### config.mk
export PLATFORM = sky130hd
export DESIGN_NAME = pipe_ctrl
export DESIGN_NICKNAME = d
export VERILOG_FILES = /design/src/rtl/pipe_ctrl_pkg.sv /design/src/rtl/pipe_ctrl_stall_gen.sv /design/src/rtl/pipe_ctrl.sv
export SDC_FILE = /design/constraint.sdc
export NUM_CORES = 1
export LEC_CHECK = 0
export ABC_CLOCK_PERIOD_IN_PS = 2950
export BUFFER_PORTS_ARGS = -buffer_cell sky130_fd_sc_hd__buf_4
export CAP_MARGIN = 0
export CORE_MARGIN = 1.5
export CORE_UTILIZATION = 36
export DETAILED_ROUTE_END_ITERATION = 10
export GPL_ROUTABILITY_DRIVEN = 0
export HOLD_SLACK_MARGIN = 0.08
export PLACE_DENSITY_LB_ADDON = 0.12
export SLEW_MARGIN = 20
export SYNTH_ARGS = -nofsm -noshare
export SYNTH_HDL_FRONTEND = slang
export SYNTH_HIERARCHICAL = 1
export SYNTH_SLANG_ARGS = --single-unit
### constraint.sdc
create_clock -name clk -period 2.95 [get_ports clk]
set_input_delay 0.1475 -clock clk [delete_from_list [all_inputs] [get_ports clk]]
set_output_delay 0.1475 -clock clk [all_outputs]
set_load 0.005 [all_outputs]
### src/rtl/pipe_ctrl_pkg.sv
// Shared types and constants for the pipeline memory-port controller:
// FSM state encoding, stall vector width, stall bit indices and stall patterns.
package pipe_ctrl_pkg;

  typedef enum logic [1:0] {
    IDLE   = 2'd0,
    IF_RD  = 2'd1,
    MEM_RD = 2'd2,
    MEM_WR = 2'd3
  } state_e;

  localparam int unsigned StallSignalLen = 6;

  localparam int unsigned StallPc  = 0;
  localparam int unsigned StallIf  = 1;
  localparam int unsigned StallId  = 2;
  localparam int unsigned StallEx  = 3;
  localparam int unsigned StallMem = 4;
  localparam int unsigned StallWb  = 5;

  // Stalling a stage also stalls every stage in front of it.
  function automatic logic [StallSignalLen-1:0] stall_upto(input int unsigned idx);
    logic [StallSignalLen-1:0] m;
    m = '0;
    for (int unsigned i = 0; i < StallSignalLen; i++) begin
      if (i <= idx) m[i] = 1'b1;
    end
    return m;
  endfunction

  localparam logic [StallSignalLen-1:0] StallMemPat = stall_upto(StallMem);
  localparam logic [StallSignalLen-1:0] StallLdPat  = stall_upto(StallId);
  localparam logic [StallSignalLen-1:0] StallIfPat  = stall_upto(StallIf);

endpackage

### src/rtl/pipe_ctrl_stall_gen.sv
// Combinational per-stage stall vector; a pending load/store outranks a
// load-use hazard, which outranks a pending fetch. Forced to zero in reset.
module stall_gen
  import pipe_ctrl_pkg::*;
(
  input  logic                      rst,
  input  logic                      mem_req,
  input  logic                      mem_done,
  input  logic                      ld_use,
  input  logic                      if_req,
  input  logic                      if_done,
  output logic [StallSignalLen-1:0] stall_signal
);

  always_comb begin
    stall_signal = '0;
    if (rst)                        stall_signal = '0;
    else if (mem_req && !mem_done)  stall_signal = StallMemPat;
    else if (ld_use)                stall_signal = StallLdPat;
    else if (if_req && !if_done)    stall_signal = StallIfPat;
  end

endmodule

### src/rtl/pipe_ctrl.sv
// Arbitrates fetch and load/store onto one byte-wide RAM port, byte-serial.
// Optional STALL_CNT_EN adds a free-running stall-cycle counter output.
module pipe_ctrl
  import pipe_ctrl_pkg::*;
(
  input  logic                      clk,
  input  logic                      rst,
  input  logic                      if_req,
  input  logic [31:0]               if_addr,
  input  logic                      mem_req,
  input  logic                      mem_we,
  input  logic [1:0]                mem_len,
  input  logic [31:0]               mem_addr,
  input  logic [31:0]               mem_wdata,
  input  logic                      ld_use,
  input  logic                      jump_flag,
  input  logic [7:0]                ram_din,
  output logic [31:0]               ram_a,
  output logic [7:0]                ram_dout,
  output logic                      ram_wr,
  output logic                      if_done,
  output logic [31:0]               if_data,
  output logic                      mem_done,
  output logic [31:0]               mem_rdata,
  output logic [StallSignalLen-1:0] stall_signal
`ifdef STALL_CNT_EN
  ,
  output logic [31:0]               stall_cnt
`endif
);

  state_e      state_q;
  logic [2:0]  cnt_q;
  logic [31:0] asm_q;
  logic [31:0] addr_q;
  logic [31:0] wdata_q;
  logic [1:0]  len_q;

  logic [2:0]  last_idx;
  logic [2:0]  rd_last;
  logic [31:0] merged;
  logic        is_rd;

  assign last_idx = {1'b0, len_q};
  assign rd_last  = last_idx + 3'd1;
  assign is_rd    = (state_q == IF_RD) || (state_q == MEM_RD);

  // RAM data lags its address by one cycle, so byte cnt-1 arrives at count cnt.
  always_comb begin
    merged = asm_q;
    case (cnt_q)
      3'd1:    merged[7:0]   = ram_din;
      3'd2:    merged[15:8]  = ram_din;
      3'd3:    merged[23:16] = ram_din;
      3'd4:    merged[31:24] = ram_din;
      default: merged = asm_q;
    endcase
  end

  always_comb begin
    ram_a    = '0;
    ram_dout = '0;
    ram_wr   = 1'b0;
    if (is_rd && (cnt_q <= last_idx)) begin
      ram_a = addr_q + {29'd0, cnt_q};
    end else if (state_q == MEM_WR) begin
      ram_a  = addr_q + {29'd0, cnt_q};
      ram_wr = 1'b1;
      case (cnt_q[1:0])
        2'd0:    ram_dout = wdata_q[7:0];
        2'd1:    ram_dout = wdata_q[15:8];
        2'd2:    ram_dout = wdata_q[23:16];
        default: ram_dout = wdata_q[31:24];
      endcase
    end
  end

  assign if_done   = (state_q == IF_RD) && (cnt_q == rd_last) && !jump_flag;
  assign if_data   = if_done ? merged : '0;
  assign mem_done  = ((state_q == MEM_RD) && (cnt_q == rd_last)) ||
                     ((state_q == MEM_WR) && (cnt_q == last_idx));
  assign mem_rdata = (state_q == MEM_RD && mem_done) ? merged : '0;

  always_ff @(posedge clk or posedge rst) begin
    if (rst) begin
      state_q <= IDLE;
      cnt_q   <= '0;
      asm_q   <= '0;
      addr_q  <= '0;
      wdata_q <= '0;
      len_q   <= '0;
    end else begin
      case (state_q)
        IDLE: begin
          cnt_q <= '0;
          asm_q <= '0;
          if (mem_req) begin
            state_q <= mem_we ? MEM_WR : MEM_RD;
            addr_q  <= mem_addr;
            len_q   <= mem_len;
            wdata_q <= mem_wdata;
          end else if (if_req) begin
            state_q <= IF_RD;
            addr_q  <= if_addr;
            len_q   <= 2'd3;
          end
        end
        IF_RD, MEM_RD: begin
          if ((state_q == IF_RD && jump_flag) || cnt_q == rd_last) begin
            state_q <= IDLE;
          end else begin
            cnt_q <= cnt_q + 3'd1;
            asm_q <= merged;
          end
        end
        MEM_WR: begin
          if (cnt_q == last_idx) state_q <= IDLE;
          else                   cnt_q   <= cnt_q + 3'd1;
        end
        default: state_q <= IDLE;
      endcase
    end
  end

  stall_gen u_stall_gen (
    .rst          (rst),
    .mem_req      (mem_req),
    .mem_done     (mem_done),
    .ld_use       (ld_use),
    .if_req       (if_req),
    .if_done      (if_done),
    .stall_signal (stall_signal)
  );

`ifdef STALL_CNT_EN
  logic [31:0] stall_cnt_q;
  logic [31:0] stall_cnt_d;

  assign stall_cnt_d = stall_cnt_q + 32'd1;
  assign stall_cnt   = stall_cnt_q;

  always_ff @(posedge clk or posedge rst) begin
    if (rst)                stall_cnt_q <= '0;
    else if (|stall_signal) stall_cnt_q <= stall_cnt_d;
  end
`endif

endmodule

==> results.sh, run 1 <==
export IMPL_worst_setup_path_end_kind="output pin"
export IMPL_ff2ff_path_depth=5
export IMPL_rsz0062_at_grt="false"
export IMPL_yosysWarningCount=6
export IMPL_finalHoldViolCount=0
export IMPL_routed_via_density=4.87
export IMPL_slowest_stage="dfrtp_1"
export IMPL_dieHeight_um=137
export IMPL_fin_crit_ns=2.74
export IMPL_period_share_pct=93.0
export IMPL_start_kind="register"
export IMPL_worst_ir_drop_vdd_uv=421
export IMPL_place_area_mm2=0.00832
export IMPL_reg2reg_slack_ns=0.70
export IMPL_fin_skew_ns=0.00661
export IMPL_relSlewSlack_pct=38.1
export IMPL_post_drt_wl_per_cell_um=15.5
export IMPL_worst_slew_pin_slew_ns=0.925
export IMPL_clk_latency_ns=0.35
export IMPL_crit_required_ns=2.80
export IMPL_synth_area_per_cell_um2=9.04
export IMPL_hpwlAfterDp_um=13100
export IMPL_fp_dieW_um=137
export IMPL_hold_class="in -> reg"
export IMPL_netlist_area_mm2=0.00650
export IMPL_syn_inst=719
export IMPL_grt_max_degree=67
export IMPL_drive_gt1_share_pct=33.8
export IMPL_path_max_fanout=14
export IMPL_yosys_area_top_type_share_pct=39.6
export IMPL_cp_arrival_ns=2.60
export IMPL_setup_viol=0
export IMPL_antenna_found_initial=0
export IMPL_synth_edf_count=0
export IMPL_dieArea_mm2=0.0189
export IMPL_seqCellArea_mm2=0.00258
export IMPL_root_buffer="clkbuf_16"
export IMPL_synth_seq_cells=103
export IMPL_fillers=1676
export IMPL_cts_max_level=3
export IMPL_drt_total_wl_um=18400
export IMPL_yosysTopAreaCell="dfrtp_1"
export IMPL_drt_initial_drc_count=203
export IMPL_area_growth_pct=40.5
export IMPL_rows=48
export IMPL_synth_flop_cell="dfrtp_1"
export IMPL_status="complete, no violations"
export IMPL_hold_depth=3
export IMPL_synthArstFlopShare_pct=100
export IMPL_max_clock_freq_mhz=364
export IMPL_antenna_cells=0
export IMPL_grt_pass1_wl_um=28200
export IMPL_criticalPathCategory="reg -> out"
export IMPL_p_per_area_mw_per_mm2=869
export IMPL_cts_buffer_depth=2
export IMPL_cpMostUsedCell="buf_4"
export IMPL_cts_buffers=9
export IMPL_grt_ovfl_total=0
export IMPL_r2r_end="asm_q[29]"
export IMPL_grt_pass1_vias=5438
export IMPL_drc=0
export IMPL_synth_commonest_cells="114 x nand2_1, 114 x nor2_1, 103 x dfrtp_1"
export IMPL_crit_path_cell_trace="ha_1 > nor2b_1 > o21ai_0 > a31oi_4 > buf_4 > nor2_1 > buf_4"
export IMPL_synth_seq_area_share_pct=39.6
export IMPL_yosys_top_cells_area="dfrtp_1 40%, mux2i_1 10%, nand2_1 6.6%"
export IMPL_io_pins=226
export IMPL_multi_input_area_mm2=0.00361
export IMPL_synth_fp_nets=848
export IMPL_numClockSinks=103
export IMPL_reg2reg_from="cnt_q[1]"
export IMPL_min_from="mem_addr[12]"
export IMPL_tns_ns=0
export IMPL_final_nets=1086
export IMPL_maxCapViolCount=0
export IMPL_start_util_pct=37.2
export IMPL_clk_pin_slew_worst_paths_ns=0.07
export IMPL_finalPower_mw=7.94
export IMPL_synth_distinct_cells=52
export IMPL_grtUsageTotal_pct=19.2
export IMPL_core_area_mm2=0.0175
export IMPL_cts_tree="done"
export IMPL_critical_path_max_stage_delay_ns=0.48
export IMPL_fin_area_mm2=0.00914
export IMPL_port_buffers=224
export IMPL_slew_violations=0
export IMPL_whs_endpoint="addr_q[12]"
export IMPL_cellLeakagePower_nw=4.23
export IMPL_drt_first_pass_iters=4
export IMPL_ant_nets=0
export IMPL_via_count=5781
area by class of cell:
class | count | share of cell area, %
multi-input cells | 541 | 39.5
inverters | 19 | 0.808
clock buffers | 10 | 2.62
well taps | 225 | 3.08
repair buffers | 283 | 24.7
flip-flops and latches | 103 | 28.2
clock inverters | 6 | 1.10
kinds of logic (layout without fill, tap and decap cells):
group                      count (synthesis)  after routing  synth area share, %
DFF                                      103            103                 39.6
other                                      1              1               0.0577
xor gates and xnor gates                  28             28                 3.77
AOI/OAI and AO/OA                        106            106                 9.80
and+or+nand+nor                          291            291                 22.1
buffers and inverters                     75            318                 5.50
adders and majority gates                 16             16                 3.19
muxes                                     99             99                 15.9
cell usage in the layout (no fill, tap or decap), types with 8 or more instances in the layout:
master	netlist	layout
inv_1	19	18
dlygate4sd3_1	0	46
a21oi_1	13	13
nor2_1	114	114
buf_4	3	236
dfrtp_1	103	103
nor4_2	12	12
nand3_1	9	9
mux2_2	32	32
mux2i_1	65	65
clkbuf_16	0	9
xnor2_1	24	24
nand2_1	114	113
ha_1	15	15
o21ai_1	35	34
o21ai_0	37	36
a222oi_1	8	8
critical path, delay by kind of cell (launching register included):
family                   cells  cell delay (ns)
AO/OA/AOI/OAI                2             0.74
adder cells (fa/ha/maj)      1             0.35
buffers and inverters        2             0.41
flip-flops                   1             0.48
AND/OR/NAND/NOR              2             0.26
how the worst max path moves through the flow:
stage,startpoint,end,slack [ns],depth (start not counted)
2_1_floorplan,rst,addr_q[0],0.1,1
3_3_place_gp,cnt_q[0],ram_a[12],0.50,8
3_5_place_dp,cnt_q[0],ram_a[18],0.48,8
4_1_cts,cnt_q[0],ram_a[18],0.08,8
5_1_grt,cnt_q[1],ram_a[4],0.01,7
6_report,cnt_q[1],ram_a[5],0.21,7
per-stage QoR:
| stage | utilization [%] | setup slack [ns] | cells | hold WS, ns |
|---|---|---|---|---|
| final | 52.3 | 0.205 | 1187 | 0.0840 |
| after global routing | 52.3 | 0.0139 | 1187 | 0.0835 |
| after CTS | 52.2 | 0.0827 | 1187 | 0.0801 |
| after detailed placement | 47.6 | 0.478 | 1125 | 0.257 |
| after global placement | 47.6 | 0.498 | 1125 | 0.258 |
| after floorplan | - | 0.0987 | 719 | 0.298 |
where the power goes:
part	switching, mW	internal [mW]	total [mW]	leakage, nW
combinational	2.18	1.83	4.01	2.77
sequential	0.516	2.04	2.56	1.29
clock	0.583	0.785	1.37	0.167
registers in the layout, indices dropped and copies added, names as in the netlist:
register and flops:
addr_q 32, asm_q 32, wdata_q 32, cnt_q 3
len_q 2, state_q 2
layer usage:
metal,part of all wire [%],vias to the layer above,GRT usage [%]
li1,-,2902,-
met1,46,2699,25.6
met2,48,171,32.2
met3,6.0,9,4.16
met4,0.76,0,3.92
met5,0,-,0
timing repair:
item,in CTS,in global routing
endpoints found under the setup margin,0,15
setup buffers,0,0
endpoints found under the hold margin,87,0
resized for setup,0,3
hold buffers,46,0
(Power assumes the default switching activity.)
==> run 2: changes to the inputs <==
- CORE_MARGIN: 1.5 -> 2
- PLACE_DENSITY: not set -> 0.61
- PLACE_DENSITY_LB_ADDON: 0.12 -> not set
- RECOVER_POWER: not set -> 50
==> run 2 against run 1 <==
  * The flow now finishes with violations (capacitance limit, slew limit)
  * Design area decreased by 1.0%
  * Routed wire length decreased by 4.4%
  * Combinational power decreased by 1%
  * Count of clock-buffer cells in the layout increased by 1
  * Sequential share of layout area increased by 0.29 points
  * Via count increased by 0.85%
  * Clock skew increased by 0.0016 ns
  * First-iteration DRC count increased by 56%
  * Power decreased by 3.5%
  * Critical path type unchanged
  * Critical endpoint is now ram_a[19]
==> results.sh, run 2 (synthesis gave the netlist of run 1 again) <==
export IMPL_status="finished with violations"
export IMPL_violations="capacitance limit, slew limit"
export IMPL_cellLeakagePower_nw=4.19
export IMPL_crit_path_cell_trace="inv_1 > ha_1 > nand2_1 > o21ai_0 > a31oi_4 > buf_4 > nor2_1 > buf_4"
export IMPL_clk_latency_ns=0.35
export IMPL_start_kind="register"
export IMPL_root_buffer="clkbuf_16"
export IMPL_grt_ovfl_total=0
export IMPL_seqCellArea_mm2=0.00258
export IMPL_drive_gt1_share_pct=33.0
export IMPL_top_usage_layer="met2"
export IMPL_hpwlAfterDp_um=12700
export IMPL_rows=49
export IMPL_min_from="mem_addr[13]"
export IMPL_grt_pass1_wl_um=28700
export IMPL_area_growth_pct=39.1
export IMPL_grt_pass1_vias=5565
export IMPL_fillers=1695
export IMPL_grt_max_degree=50
export IMPL_critical_path_max_stage_delay_ns=0.50
export IMPL_post_place_cells=1131
export IMPL_tns_ns=0
export IMPL_fin_cells=1193
export IMPL_reg_top3="addr_q x32, asm_q x32, wdata_q x32"
export IMPL_post_drt_wl_per_cell_um=14.8
export IMPL_crit_required_ns=2.80
export IMPL_numClockSinks=103
export IMPL_cpLargestDelayFamily="compound AO/OA/AOI/OAI gates"
export IMPL_final_core_util_pct=50.7
export IMPL_p_per_area_mw_per_mm2=847
export IMPL_antenna_cells=0
export IMPL_core_area_mm2=0.0178
export IMPL_cp_startpoint="cnt_q[0]"
export IMPL_dieHeight_um=138
export IMPL_antenna_found_initial=0
export IMPL_cts_buffer_depth=2
export IMPL_whs_ns=0.0868
export IMPL_use_met2_pct=29.4
export IMPL_use_met1_pct=24.9
export IMPL_drt_first_pass_iters=6
export IMPL_maxCapViolCount=1
export IMPL_reg2reg_slack_ns=0.44
export IMPL_mostFrequentLayoutCells="232 x buf_4, 115 x nor2_1, 114 x nand2_1"
export IMPL_slew_violations=43
export IMPL_fin_skew_ns=0.00818
export IMPL_drt_initial_drc_count=316
export IMPL_max_clock_freq_mhz=371
export IMPL_crit_buf_inv=3
export IMPL_final_nets=1088
export IMPL_cts_tree="done"
export IMPL_ant_nets=0
export IMPL_path_max_fanout=16
export IMPL_dieArea_mm2=0.0192
export IMPL_fin_crit_ns=2.69
export IMPL_worst_slew_pin_slew_ns=1.87
export IMPL_fp_dieW_um=138
export IMPL_rsz0062_at_grt="false"
export IMPL_via_count=5830
export IMPL_port_buffers=224
export IMPL_worst_setup_path_end_kind="output pin"
export IMPL_clk_pin_slew_worst_paths_ns=0.07
export IMPL_setup_viol=0
export IMPL_mostFrequentLayoutCell="buf_4"
export IMPL_start_util_pct=36.4
export IMPL_worst_ir_drop_vdd_uv=496
export IMPL_slowest_stage="a31oi_4"
export IMPL_cpMostUsedCell="buf_4"
export IMPL_grtUsageMet3_pct=3.71
export IMPL_cp_arrival_ns=2.54
export IMPL_io_pins=226
export IMPL_period_share_pct=91.3
export IMPL_grtUsageTotal_pct=18.4
export IMPL_cts_buffers=9
export IMPL_criticalPathCategory="reg -> out"
export IMPL_hold_class="in -> reg"
export IMPL_cts_max_level=3
export IMPL_reg2reg_from="cnt_q[0]"
export IMPL_multi_input_area_mm2=0.00357
export IMPL_finalHoldViolCount=0
export IMPL_drt_total_wl_um=17600
export IMPL_drc=0
export IMPL_cts_setup_buffers=0
export IMPL_routed_via_density=4.89
export IMPL_relSlewSlack_pct=-25.2
run 2: per-layer routing:
layer | share of wire, % | wire (um) | up-vias
met5 | 0 | 0 | -
met2 | 47 | 8250 | 170
met4 | 2.5 | 435 | 0
li1 | - | - | 2911
met3 | 5.5 | 971 | 24
met1 | 45 | 7960 | 2725
run 2: what timing repair did:
action	CTS	global route
setup endpoints to repair	0	3
endpoints found under the hold margin	91	0
hold buffers	45	0
resized for setup	0	1
run 2: worst reg2reg max path, cell delays in order (launching register included):
cell     delay (ns)
dfrtp_1        0.45
inv_1          0.13
ha_1           0.41
nor2b_1        0.19
buf_4          0.22
nor2b_1        0.78
o21ai_1        0.17
run 2: metrics by stage:
stage	setup WS, ns	total power, mW	instance area [um^2]
final	0.258	7.66	9040
after global routing	0.0174	8.32	9040
after CTS	0.139	7.76	9070
after detailed placement	0.535	6.55	8340
after global placement	0.524	6.48	8340
after floorplan	0.0987	5.09	6500
run 2: path summary, 6_finish.rpt:
| path | depth (start not counted) | to |
|---|---|---|
| min in group asynchronous | 3 | asm_q[29] |
| setup / recovery | 8 | ram_a[19] |
| hold / removal | 3 | addr_q[13] |
| setup reg to reg | 6 | asm_q[14] |
| max in group asynchronous | 4 | wdata_q[7] |
| hold reg to reg | 2 | addr_q[2] |
run 2: final cells by class:
type | instances | area share, %
multi-input combinational | 541 | 39.5
timing repair buffer | 285 | 24.9
inverter | 19 | 0.802
clock buffer | 11 | 2.68
clock inverter | 5 | 0.429
sequential | 103 | 28.5
tap | 229 | 3.17
run 2: where the power goes:
| group | switching [mW] | internal, mW |
|---|---|---|
| sequential | 0.511 | 2.04 |
| combinational | 2.12 | 1.84 |
| clock | 0.546 | 0.603 |
